===== src/rtl/stim_sequencer.sv =====
// stim_sequencer: holds the b01 serial comparator in reset for RST_CYC cycles,
// then replays a loaded program of 3-bit opcodes ({obs,line2,line1}) one per
// clock, pulses done at the end and keeps a saturating step count.
// Optional build macro STIM_SEQ_LOOP_EN: replay wraps until `stop` is seen.
module stim_sequencer #(
  parameter int unsigned DEPTH   = 11,
  parameter int unsigned ADDR_W  = 4,
  parameter int unsigned RST_CYC = 2
) (
  input  logic              clock,
  input  logic              reset,
  input  logic              load_en,
  input  logic [ADDR_W-1:0] load_addr,
  input  logic [2:0]        load_data,
  input  logic              start,
  input  logic [ADDR_W:0]   length,
  input  logic              hold,
  input  logic              stop,
  output logic              line1,
  output logic              line2,
  output logic              obs,
  output logic              dut_reset,
  output logic              busy,
  output logic              done,
  output logic [ADDR_W-1:0] pc,
  output logic [31:0]       step_cnt
);

  localparam int unsigned LEN_W  = ADDR_W + 1;
  localparam int unsigned RCNT_W = 4;
  localparam int unsigned OP_W   = 3;

  typedef enum logic [1:0] {S_IDLE, S_RESET, S_RUN, S_DONE} state_t;

  state_t            state;
  logic [RCNT_W-1:0] rst_cnt;
  logic [LEN_W-1:0]  len_q;
  logic [LEN_W-1:0]  pc_q;
  logic [LEN_W-1:0]  pc_nxt_c;
  logic [LEN_W-1:0]  len_clamp_c;
  logic [OP_W-1:0]   mem [DEPTH];
  logic [DEPTH-1:0]  valid;
  logic [OP_W-1:0]   rd_op_c;
  logic [ADDR_W-1:0] rd_addr_c;
  logic              wr_en_c;
  logic [31:0]       step_inc_c;
`ifdef STIM_SEQ_LOOP_EN
  logic              stop_pend;
`else
  logic              unused_stop_c;
  assign unused_stop_c = stop;
`endif

  // pc_q is one bit wider than the address so it can equal a full-depth length
  assign pc        = pc_q[ADDR_W-1:0];
  assign rd_addr_c = pc_q[ADDR_W-1:0];

  // Length clamp, load qualification, saturating step increment, next pc
  always_comb begin
    len_clamp_c = (length > LEN_W'(DEPTH)) ? LEN_W'(DEPTH) : length;
    wr_en_c     = load_en && !busy && ({1'b0, load_addr} < LEN_W'(DEPTH));
    step_inc_c  = (&step_cnt) ? step_cnt : step_cnt + 32'd1;
`ifdef STIM_SEQ_LOOP_EN
    pc_nxt_c    = ((pc_q + LEN_W'(1)) == len_q) ? '0 : pc_q + LEN_W'(1);
`else
    pc_nxt_c    = pc_q + LEN_W'(1);
`endif
  end

  // Opcode read; entries never written since reset read as 0
  always_comb begin
    rd_op_c = '0;
    if ((pc_q < LEN_W'(DEPTH)) && valid[rd_addr_c]) rd_op_c = mem[rd_addr_c];
  end

  // Program storage survives reset
  always_ff @(posedge clock) begin
    if (wr_en_c) mem[load_addr] <= load_data;
  end

  // Written-entry mask, cleared by reset
  always_ff @(posedge clock or negedge reset) begin
    if (!reset) valid <= '0;
    else if (wr_en_c) valid[load_addr] <= 1'b1;
  end

  // Sequencer FSM with registered stimulus, handshake and trace counter
  always_ff @(posedge clock or negedge reset) begin
    if (!reset) begin
      state     <= S_IDLE;
      rst_cnt   <= '0;
      len_q     <= '0;
      pc_q      <= '0;
      line1     <= 1'b0;
      line2     <= 1'b0;
      obs       <= 1'b0;
      dut_reset <= 1'b0;
      busy      <= 1'b0;
      done      <= 1'b0;
      step_cnt  <= '0;
`ifdef STIM_SEQ_LOOP_EN
      stop_pend <= 1'b0;
`endif
    end else begin
      done <= 1'b0;
      case (state)
        S_IDLE: begin
          if (start) begin
            state     <= S_RESET;
            busy      <= 1'b1;
            dut_reset <= 1'b1;
            rst_cnt   <= RCNT_W'(RST_CYC - 1);
            len_q     <= len_clamp_c;
            pc_q      <= '0;
            step_cnt  <= '0;
`ifdef STIM_SEQ_LOOP_EN
            stop_pend <= 1'b0;
`endif
          end
        end
        S_RESET: begin
          if (rst_cnt != '0) begin
            rst_cnt <= rst_cnt - RCNT_W'(1);
          end else begin
            // First opcode lands in the same cycle the DUT leaves reset
            dut_reset <= 1'b0;
            if (len_q == '0) begin
              state <= S_DONE;
              done  <= 1'b1;
            end else begin
              state               <= S_RUN;
              {obs, line2, line1} <= rd_op_c;
              pc_q                <= pc_nxt_c;
              step_cnt            <= step_inc_c;
            end
          end
        end
        S_RUN: begin
`ifdef STIM_SEQ_LOOP_EN
          if (stop_pend) begin
            state               <= S_DONE;
            done                <= 1'b1;
            {obs, line2, line1} <= '0;
          end else begin
            if (stop) stop_pend <= 1'b1;
            if (!hold) begin
              {obs, line2, line1} <= rd_op_c;
              pc_q                <= pc_nxt_c;
              step_cnt            <= step_inc_c;
            end
          end
`else
          if (pc_q == len_q) begin
            state               <= S_DONE;
            done                <= 1'b1;
            {obs, line2, line1} <= '0;
          end else if (!hold) begin
            {obs, line2, line1} <= rd_op_c;
            pc_q                <= pc_nxt_c;
            step_cnt            <= step_inc_c;
          end
`endif
        end
        S_DONE: begin
          state <= S_IDLE;
          busy  <= 1'b0;
          pc_q  <= '0;
        end
        default: state <= S_IDLE;
      endcase
    end
  end

endmodule


===== config.mk =====
export PLATFORM = sky130hd
export DESIGN_NAME = stim_sequencer
export DESIGN_NICKNAME = d
export VERILOG_FILES = /design/src/rtl/stim_sequencer.sv
export SDC_FILE = /design/constraint.sdc
export NUM_CORES = 1
export LEC_CHECK = 0
export BUFFER_PORTS_ARGS = -buffer_cell sky130_fd_sc_hd__clkbuf_2
export CAP_MARGIN = 20
export CORE_MARGIN = 2
export CORE_UTILIZATION = 40
export CTS_CLUSTER_SIZE = 10
export DETAILED_ROUTE_END_ITERATION = 8
export SLEW_MARGIN = 20
export SYNTH_ARGS = -nofsm -noshare
export SYNTH_HDL_FRONTEND = slang
export SYNTH_SLANG_ARGS = --single-unit

===== constraint.sdc =====
create_clock -name clock -period 5.3 [get_ports clock]
set_input_delay 1.06 -clock clock [delete_from_list [all_inputs] [get_ports clock]]
set_output_delay 1.06 -clock clock [all_outputs]
set_load 0.05 [all_outputs]

==> key figures, run 1 <==
CTS
  • Worst-path clk slew: 0.07 ns
  • TritonCTS Buffers: 9
  • Max Buffers Root-to-Sink: 2
  • CTS resizes: 0
  • TritonCTS clock tree: yes
  • Post-CTS setup repair buffer count: 0
  • H-tree levels: 3
  • Buffer type at the clock tree root: clkbuf_16
  • TritonCTS Sinks: 98
  • Insertion delay of the later-clocked pin in the worst-skew pair: 0.35 ns
  • Post-CTS Hold Fix Bufs: 0

Timing
  • Final worst path period share: between 50% and 60%
  • Final count of negative-setup-slack endpoints: 0
  • Setup repair after global routing missed its margin: no
  • Peak clock frequency supported by timing: 316 MHz
  • Setup TNS: 0 ns
  • Final hold vios: 0
  • Final count of pins violating max slew: 0
  • Slew of the pin with the lowest slew margin: roughly 0.95 ns
  • Min Clock Period, post-route: 3.16 ns
  • Post-route worst hold slack: 0.467 ns
  • Relative slew slack: 36.4%
  • Worst setup skew after layout: between 0.008 and 0.009 ns

Worst setup path
  • Startpoint types: flip-flop
  • Worst setup path class: flip-flop to flip-flop
  • Req. time, crit path: 5.51 ns
  • Critical-path cell list: inv_1 -> ha_1 -> and4_1 -> nand4_1 -> nand2b_1 -> o21ai_0
  • Largest incremental delay on the critical path: approximately 0.76 ns
  • Maximum fanout along the worst path: 24
  • Endpoint kind of the worst setup timing path: flip-flop
  • Slowest cell on the critical path: ha_1
  • Data arrival, critical path: 3.37 ns

Synth
  • Number of synthesized flops with an enable pin: 33
  • Largest family of logic cells by synthesized area: simple AND/OR/NAND/NOR gates
  • Most frequently used cell type in the post-synthesis netlist: dfrtp_1
  • Adder-cell share of the synthesized area: a little over 2%
  • Async set-reset flop share out of synthesis: roughly 66%
  • Area of the mapped netlist: 4910 um2
  • Xor/xnor share of the synthesized area: 0.891%
  • Part of the Yosys area used for sequential elements: 53.3%
  • Share of synthesized area spent on multiplexers: approximately 6.3%
  • Simple-Gate Fraction of Synth Area: 22.6%
  • Mean instance size in the synthesized netlist: 10.9 um2
  • Post-synthesis net count: 478
  • Top cells by instance count after synthesis: dfrtp_1 (65), nand2_1 (38), o21ai_0 (37)
  • Top-area cell type share of the netlist area: 33.1%
  • Complex-gate fraction of the synthesized area: a little under an eighth
  • Number of cells produced by synthesis: 452
  • Top cell type by total area after synthesis: dfrtp_1
  • Largest cells by area after synthesis: dfrtp_1 (33%), edfxtp_1 (20%), mux4_2 (4.6%)
  • Count of distinct cell types in the synthesized netlist: 51
  • Most used DFF post-synth: dfrtp_1
  • Register bit total from synthesis: slightly below 100
  • Synth warn: 0

Floorplanning
  • Area of the core region: 12000 um2
  • I/O pins: 60
  • Site Rows: 40
  • Starting density of the core: 40.9%
  • Die Y-Extent: 115 um
  • Full die area: 13200 um2
  • Width of the die: 115 um

Pwr
  • Sw power: 0.00121 W
  • Leakage power of the design: ~2.3 nW
  • Peak ir drop on the vdd network: 0.252 mV
  • Internal Dissipation: 0.00169 W
  • Power share of the combinational group: 40.3%
  • Portion of total power attributed to sequential cells: about 37%
  • Areal power density over the cells: 519 nW/um2
  • Sw Share: 41.8%
  • Clock Power Share: ~22%

Detailed routing
  • WL per Instance: 17.1 um
  • DR vias/cell: 5.75
  • Via Count: 3752
  • First DRT Iteration DRCs: 280
  • Total wire length after detailed routing: 11.1 mm
  • Number of antenna-violating nets in the routed design: 0
  • Total iterations of the first detailed-routing run: 5
  • DR DRC count: 0

Final layout
  • Number of standard cells in the final layout excluding fillers: 652
  • Sequential cell area: ~2600 um2
  • Post-layout utilization of the core: 46.5%
  • Area growth, synth to finish: 13.6%
  • Total number of nets in the final design: 527
  • Antenna fix cells: 0
  • Multi-input combinational cell area: 2140 um2
  • Share of cells above drive strength 1: 22.4%
  • Fill cell total of the finished layout: around 1200

Placement
  • Placed wire-length estimate after detailed placement: 7.88 mm
  • Port-buffer cells: 58
  • Weighted congestion at the end of routability-driven global placement: 0.777
  • Post-Place Cells: 637

Hold path
  • Kind of path behind the tightest hold check: flip-flop to flip-flop

GRT
  • Global-route wire length before repair: between 15 and 20 mm
  • Vias in the first global route: ~3600
  • Maximum number of pins on one net before global-route repair: 66
  • GRT Overall Usage: between 15 and 20%
  • Initial antenna violation count: 0
  • GRT overflow: 0

Job
  • Maxcap violations: 0

Run status
  • Result of the run: finished, final reports clean
-- path summary, 6_finish.rpt --
kind	start	endpoint	slack, ns	cells after the start
min in group asynchronous	reset	rst_cnt[0]	0.88	2
worst max register to register	state[1]	step_cnt[1]	2.14	6
worst min-delay path	valid[0]	valid[0]	0.47	1
worst min register to register	valid[0]	valid[0]	0.47	1
worst max-delay path	state[1]	step_cnt[1]	2.14	6
max in group asynchronous	reset	step_cnt[15]	3.83	2
-- area by class of cell --
| class | instances | area share, % |
|---|---|---|
| timing repair buffer | 62 | 5.74 |
| multi-input combinational | 322 | 38.3 |
| clock buffer | 9 | 4.03 |
| sequential | 98 | 46.9 |
| clock inverter | 6 | 1.19 |
| tap | 147 | 3.30 |
| inverter | 8 | 0.538 |
-- through the flow --
step | cell area [um2] | setup WS (ns) | power (W)
6_report | 5580 | 2.14 | 0.00290
2_1_floorplan | 4910 | 2.62 | 0.00197
3_3_place_gp | 5280 | 1.74 | 0.00223
3_5_place_dp | 5290 | 2.04 | 0.00227
4_1_cts | 5580 | 2.21 | 0.00292
5_1_grt | 5580 | 1.90 | 0.00310
-- worst max-delay path, delay by kind of cell (launching register included) --
kind | cells | cell delay (ns)
AND/OR/NAND/NOR | 3 | 1.58
adder cells (fa/ha/maj) | 1 | 0.76
flip-flops | 1 | 0.41
AO/OA/AOI/OAI | 1 | 0.18
buffers and inverters | 1 | 0.08
-- routing by layer --
metal	up-vias	global-route usage, %	share of wire [%]
li1	1799	-	-
met1	1874	24.3	46
met2	71	28.7	49
met3	8	5.43	4.2
met4	0	4.26	0.61
met5	-	0	0
-- placed cells by master (no fill, tap or decap), types with 9 or more instances in the layout --
master,n
clkbuf_16,9
a22o_1,9
mux4_2,10
nor2_1,23
edfxtp_1,33
nand2_1,38
and2_1,11
nor3_1,12
or3_1,19
nand3_1,23
or2_2,13
dfrtp_1,65
nand4_1,15
clkbuf_2,57
a21oi_1,19
o21ai_0,37
-- cells by family after synthesis --
logic type	after synthesis
buf+inv	32
xor+xnor	5
simple gates	200
mux	18
fa+ha+maj	8
flops	98
compound gates	91
-- sequential cells by signal (all words and copies together), names as in the netlist --
name,count
pc_q,5
state,2
mem,33
line1,1
step_cnt,32
dut_reset,1
rst_cnt,4
len_q,5
obs,1
busy,1
done,1
line2,1
valid,11
-- power groups by stage --
stage               logic, W  clock network, W  registers (W)
floorplan           0.000824                 0        0.00115
global placement     0.00113                 0        0.00110
detailed placement   0.00117                 0        0.00110
CTS                  0.00117          0.000663        0.00109
global route         0.00129          0.000698        0.00111
finish               0.00117          0.000648        0.00108
(Power assumes the default switching activity.)
==> inputs of run 2 (changes only) <==
--- a/config.mk
+++ b/config.mk
@@ -5,6 +5,7 @@
 export SDC_FILE = /design/constraint.sdc
 export NUM_CORES = 1
 export LEC_CHECK = 0
+export ABC_AREA = 1
 export BUFFER_PORTS_ARGS = -buffer_cell sky130_fd_sc_hd__clkbuf_2
 export CAP_MARGIN = 20
 export CORE_MARGIN = 2
==> constraint.sdc (replaced) <==
create_clock -name clock -period 3 [get_ports clock]
set_input_delay 0.6 -clock clock [delete_from_list [all_inputs] [get_ports clock]]
set_output_delay 0.6 -clock clock [all_outputs]
set_load 0.05 [all_outputs]
==> run 2 against run 1 <==
Compared with the run above: sequential share of layout area shrank 5.7 points; core utilization shrank 0.48 points; first-iteration DRC count grew 35%; power grew 75%; sequential cell count is the same; via count grew 25%; critical path depth grew 4.
==> key figures, run 2 <==
Run status
  • Result of the run: finished, final reports clean

Synth
  • Most frequently used cell type in the post-synthesis netlist: nand2_1
  • Synth warn: 0 (unchanged)
  • Number of synthesized flops with an enable pin: 33 (unchanged)
  • Most used DFF post-synth: dfrtp_1
  • Part of the Yosys area used for sequential elements: 46.4% (-6.9 points)
  • Largest cells by area after synthesis: dfrtp_1 (29%), edfxtp_1 (18%), nand2_1 (12%)
  • Register bit total from synthesis: 98 (unchanged)
  • Count of distinct cell types in the synthesized netlist: 36 (-29%)
  • Post-synthesis net count: 737 (+54%)
  • Area of the mapped netlist: 5640 um2 (+15%)
  • Mean instance size in the synthesized netlist: 7.93 um2 (-27%)
  • Number of cells produced by synthesis: 711 (+57%)
  • Top-area cell type share of the netlist area: 28.8% (-4.3 points)
  • Async set-reset flop share out of synthesis: 66.3% (unchanged)
  • Top cell type by total area after synthesis: dfrtp_1
  • Top cells by instance count after synthesis: nand2_1 (180), nor2_1 (121), inv_1 (70)

Worst setup path
  • RR Endpoint: step_cnt[29]
  • Register-to-register setup slack: 0.81 ns (-1.33 ns)
  • Maximum fanout along the worst path: 60 (+150%)
  • Endpoint kind of the worst setup timing path: flip-flop
  • Data arrival, critical path: 2.43 ns (-0.94 ns)
  • Worst setup path class: flip-flop to flip-flop
  • R2R depth: 10 (+4)
  • Startpoint types: flip-flop
  • Launching point of the worst reg2reg path: state[0]
  • Req. time, crit path: 3.24 ns (-2.27 ns)
  • Critical path startpoint: state[0]

Timing
  • Setup TNS: 0 ns (unchanged)
  • Relative slew slack: 65.9% (+29 points)
  • Setup repair after global routing missed its margin: no
  • Final count of pins violating max slew: 0 (unchanged)
  • Worst setup skew after layout: 0.0110 ns (+0.00265 ns)
  • Final count of negative-setup-slack endpoints: 0 (unchanged)
  • Final hold vios: 0 (unchanged)
  • Peak clock frequency supported by timing: 456 MHz (+44%)
  • Setup WS post-layout: 0.807 ns (-1.33 ns)
  • Slew of the pin with the lowest slew margin: 0.512 ns (-0.442 ns)
  • Final worst path period share: 73.1% (+13 points)
  • Min Clock Period, post-route: 2.19 ns (-0.968 ns)

Final layout
  • Post-layout utilization of the core: 46.0% (-0.48 points)
  • Largest registers in the final layout: mem x33, step_cnt x32, valid x11
  • Total number of nets in the final design: 790 (+50%)
  • Commonest cells after routing, fill and taps aside: nand2_1 (180), nor2_1 (121), inv_1 (70), dfrtp_1 (65), clkbuf_2 (57)
  • Max FFs per register: 33 (unchanged)
  • Antenna fix cells: 0 (unchanged)
  • Share of cells above drive strength 1: 21.3% (-1.0 points)
  • Most common library cell in the layout ignoring fill and taps: nand2_1
  • Area growth, synth to finish: 12.7%
  • Register name with the most flops: mem
  • Number of standard cells in the final layout excluding fillers: 949 (+46%)

Placement
  • Placed wire-length estimate after detailed placement: 9.76 mm (+24%)
  • Port-buffer cells: 58 (unchanged)
  • Weighted congestion at the end of routability-driven global placement: 0.945 (+22%)
  • Post-Place Cells: 933 (+46%)
  • Place WS: 0.807 ns (-1.23 ns)

Detailed routing
  • DR vias/cell: 4.95 (-14%)
  • WL per Instance: 14.0 um (-18%)
  • Total wire length after detailed routing: 13.3 mm (+20%)
  • DR DRC count: 0 (unchanged)
  • Total iterations of the first detailed-routing run: 4 (-1)
  • First DRT Iteration DRCs: 379 (+35%)
  • Number of antenna-violating nets in the routed design: 0 (unchanged)
  • Via Count: 4702 (+25%)

GRT
  • Vias in the first global route: 4442 (+23%)
  • GRT Overall Usage: 19.3% (+1.4 points)
  • GRT overflow: 0 (unchanged)
  • Maximum number of pins on one net before global-route repair: 66 (unchanged)
  • Global-route wire length before repair: 22.4 mm (+21%)
  • Initial antenna violation count: 0 (unchanged)

CTS
  • TritonCTS Sinks: 98 (unchanged)
  • Post-CTS Hold Fix Bufs: 0 (unchanged)
  • Insertion delay of the later-clocked pin in the worst-skew pair: 0.36 ns (about the same)
  • H-tree levels: 3 (unchanged)
  • Buffer type at the clock tree root: clkbuf_16
  • Worst-path clk slew: 0.08 ns (about the same)
  • CTS resizes: 0 (unchanged)
  • TritonCTS Buffers: 9 (unchanged)
  • Post-CTS setup repair buffer count: 0 (unchanged)
  • Max Buffers Root-to-Sink: 2 (unchanged)
  • TritonCTS clock tree: yes

Floorplanning
  • I/O pins: 60 (unchanged)
  • Area of the core region: 13800 um2 (+15%)
  • Starting density of the core: 40.8% (-0.10 points)
  • Die Y-Extent: 123 um (+6.9%)
  • Site Rows: 43 (+7.5%)
  • Full die area: 15100 um2 (+14%)
  • Width of the die: 123 um (+6.9%)

Pwr
  • Areal power density over the cells: 798 nW/um2 (+54%)
  • Peak ir drop on the vdd network: 0.633 mV (+150%)
  • Leakage power of the design: 2.79 nW (+22%)

Hold path
  • Kind of path behind the tightest hold check: input port to asynchronous set/reset pin

Job
  • Maxcap violations: 0 (unchanged)
run 2: cell families (layout without fill, tap and decap cells):
logic type | after synthesis | in the layout | share of synthesized area [%]
AOI/OAI and AO/OA | 81 | 81 | 9.61
xor gates and xnor gates | 14 | 14 | 2.17
adders and majority gates | 8 | 8 | 1.77
buffers and inverters | 99 | 157 | 8.19
DFF | 98 | 98 | 46.4
and+or+nand+nor | 411 | 411 | 31.9
run 2: worst max-delay path by stage:
| stage | slack (ns) | cells past startpoint | to |
|---|---|---|---|
| final | 0.81 | 10 | step_cnt[29] |
| after detailed placement | 0.81 | 10 | step_cnt[31] |
| after global placement | 0.85 | 10 | step_cnt[23] |
| after floorplan | 0.94 | 11 | step_cnt[12] |
| after global routing | 0.65 | 10 | step_cnt[29] |
| after CTS | 0.77 | 10 | step_cnt[25] |
run 2: worst max-delay path, stage by stage, from the launching register on:
cell     delay (ns)
dfrtp_1        0.41
inv_1          0.10
ha_1           0.47
nand3_1        0.12
nor3b_1        0.25
nand3_2        0.15
nand2_4        0.12
nor2_4         0.04
buf_12         0.22
nand2_1        0.12
o21ai_2        0.05
run 2: metal layers:
metal / routed length [um] / GRT usage [%]
met1: 6300 / 26.4
met2: 6320 / 31.0
met3: 532 / 3.11
met4: 172 / 7.04
met5: 0 / 0
run 2: final cells by class:
cell class | instances | area [um2]
fill | 1352 | 7470
sequential | 98 | 2620
multi-input combinational | 514 | 2560
timing repair buffer | 63 | 353
inverter | 78 | 300
clock buffer | 9 | 225
tap | 180 | 225
clock inverter | 7 | 76.3
run 2: per-stage QoR:
stage,power (W),hold slack [ns],cell area [um2]
after floorplan,0.00357,0.304,5640
after global placement,0.00389,0.437,6060
after detailed placement,0.00395,0.437,6060
after CTS,0.00513,0.261,6360
after global routing,0.00545,0.279,6360
final,0.00507,0.238,6360
run 2: power breakdown:
group	switching (W)	internal (W)
combinational	0.00158	0.000582
sequential	0.000181	0.00156
clock	0.000579	0.000594
total	0.00234	0.00273
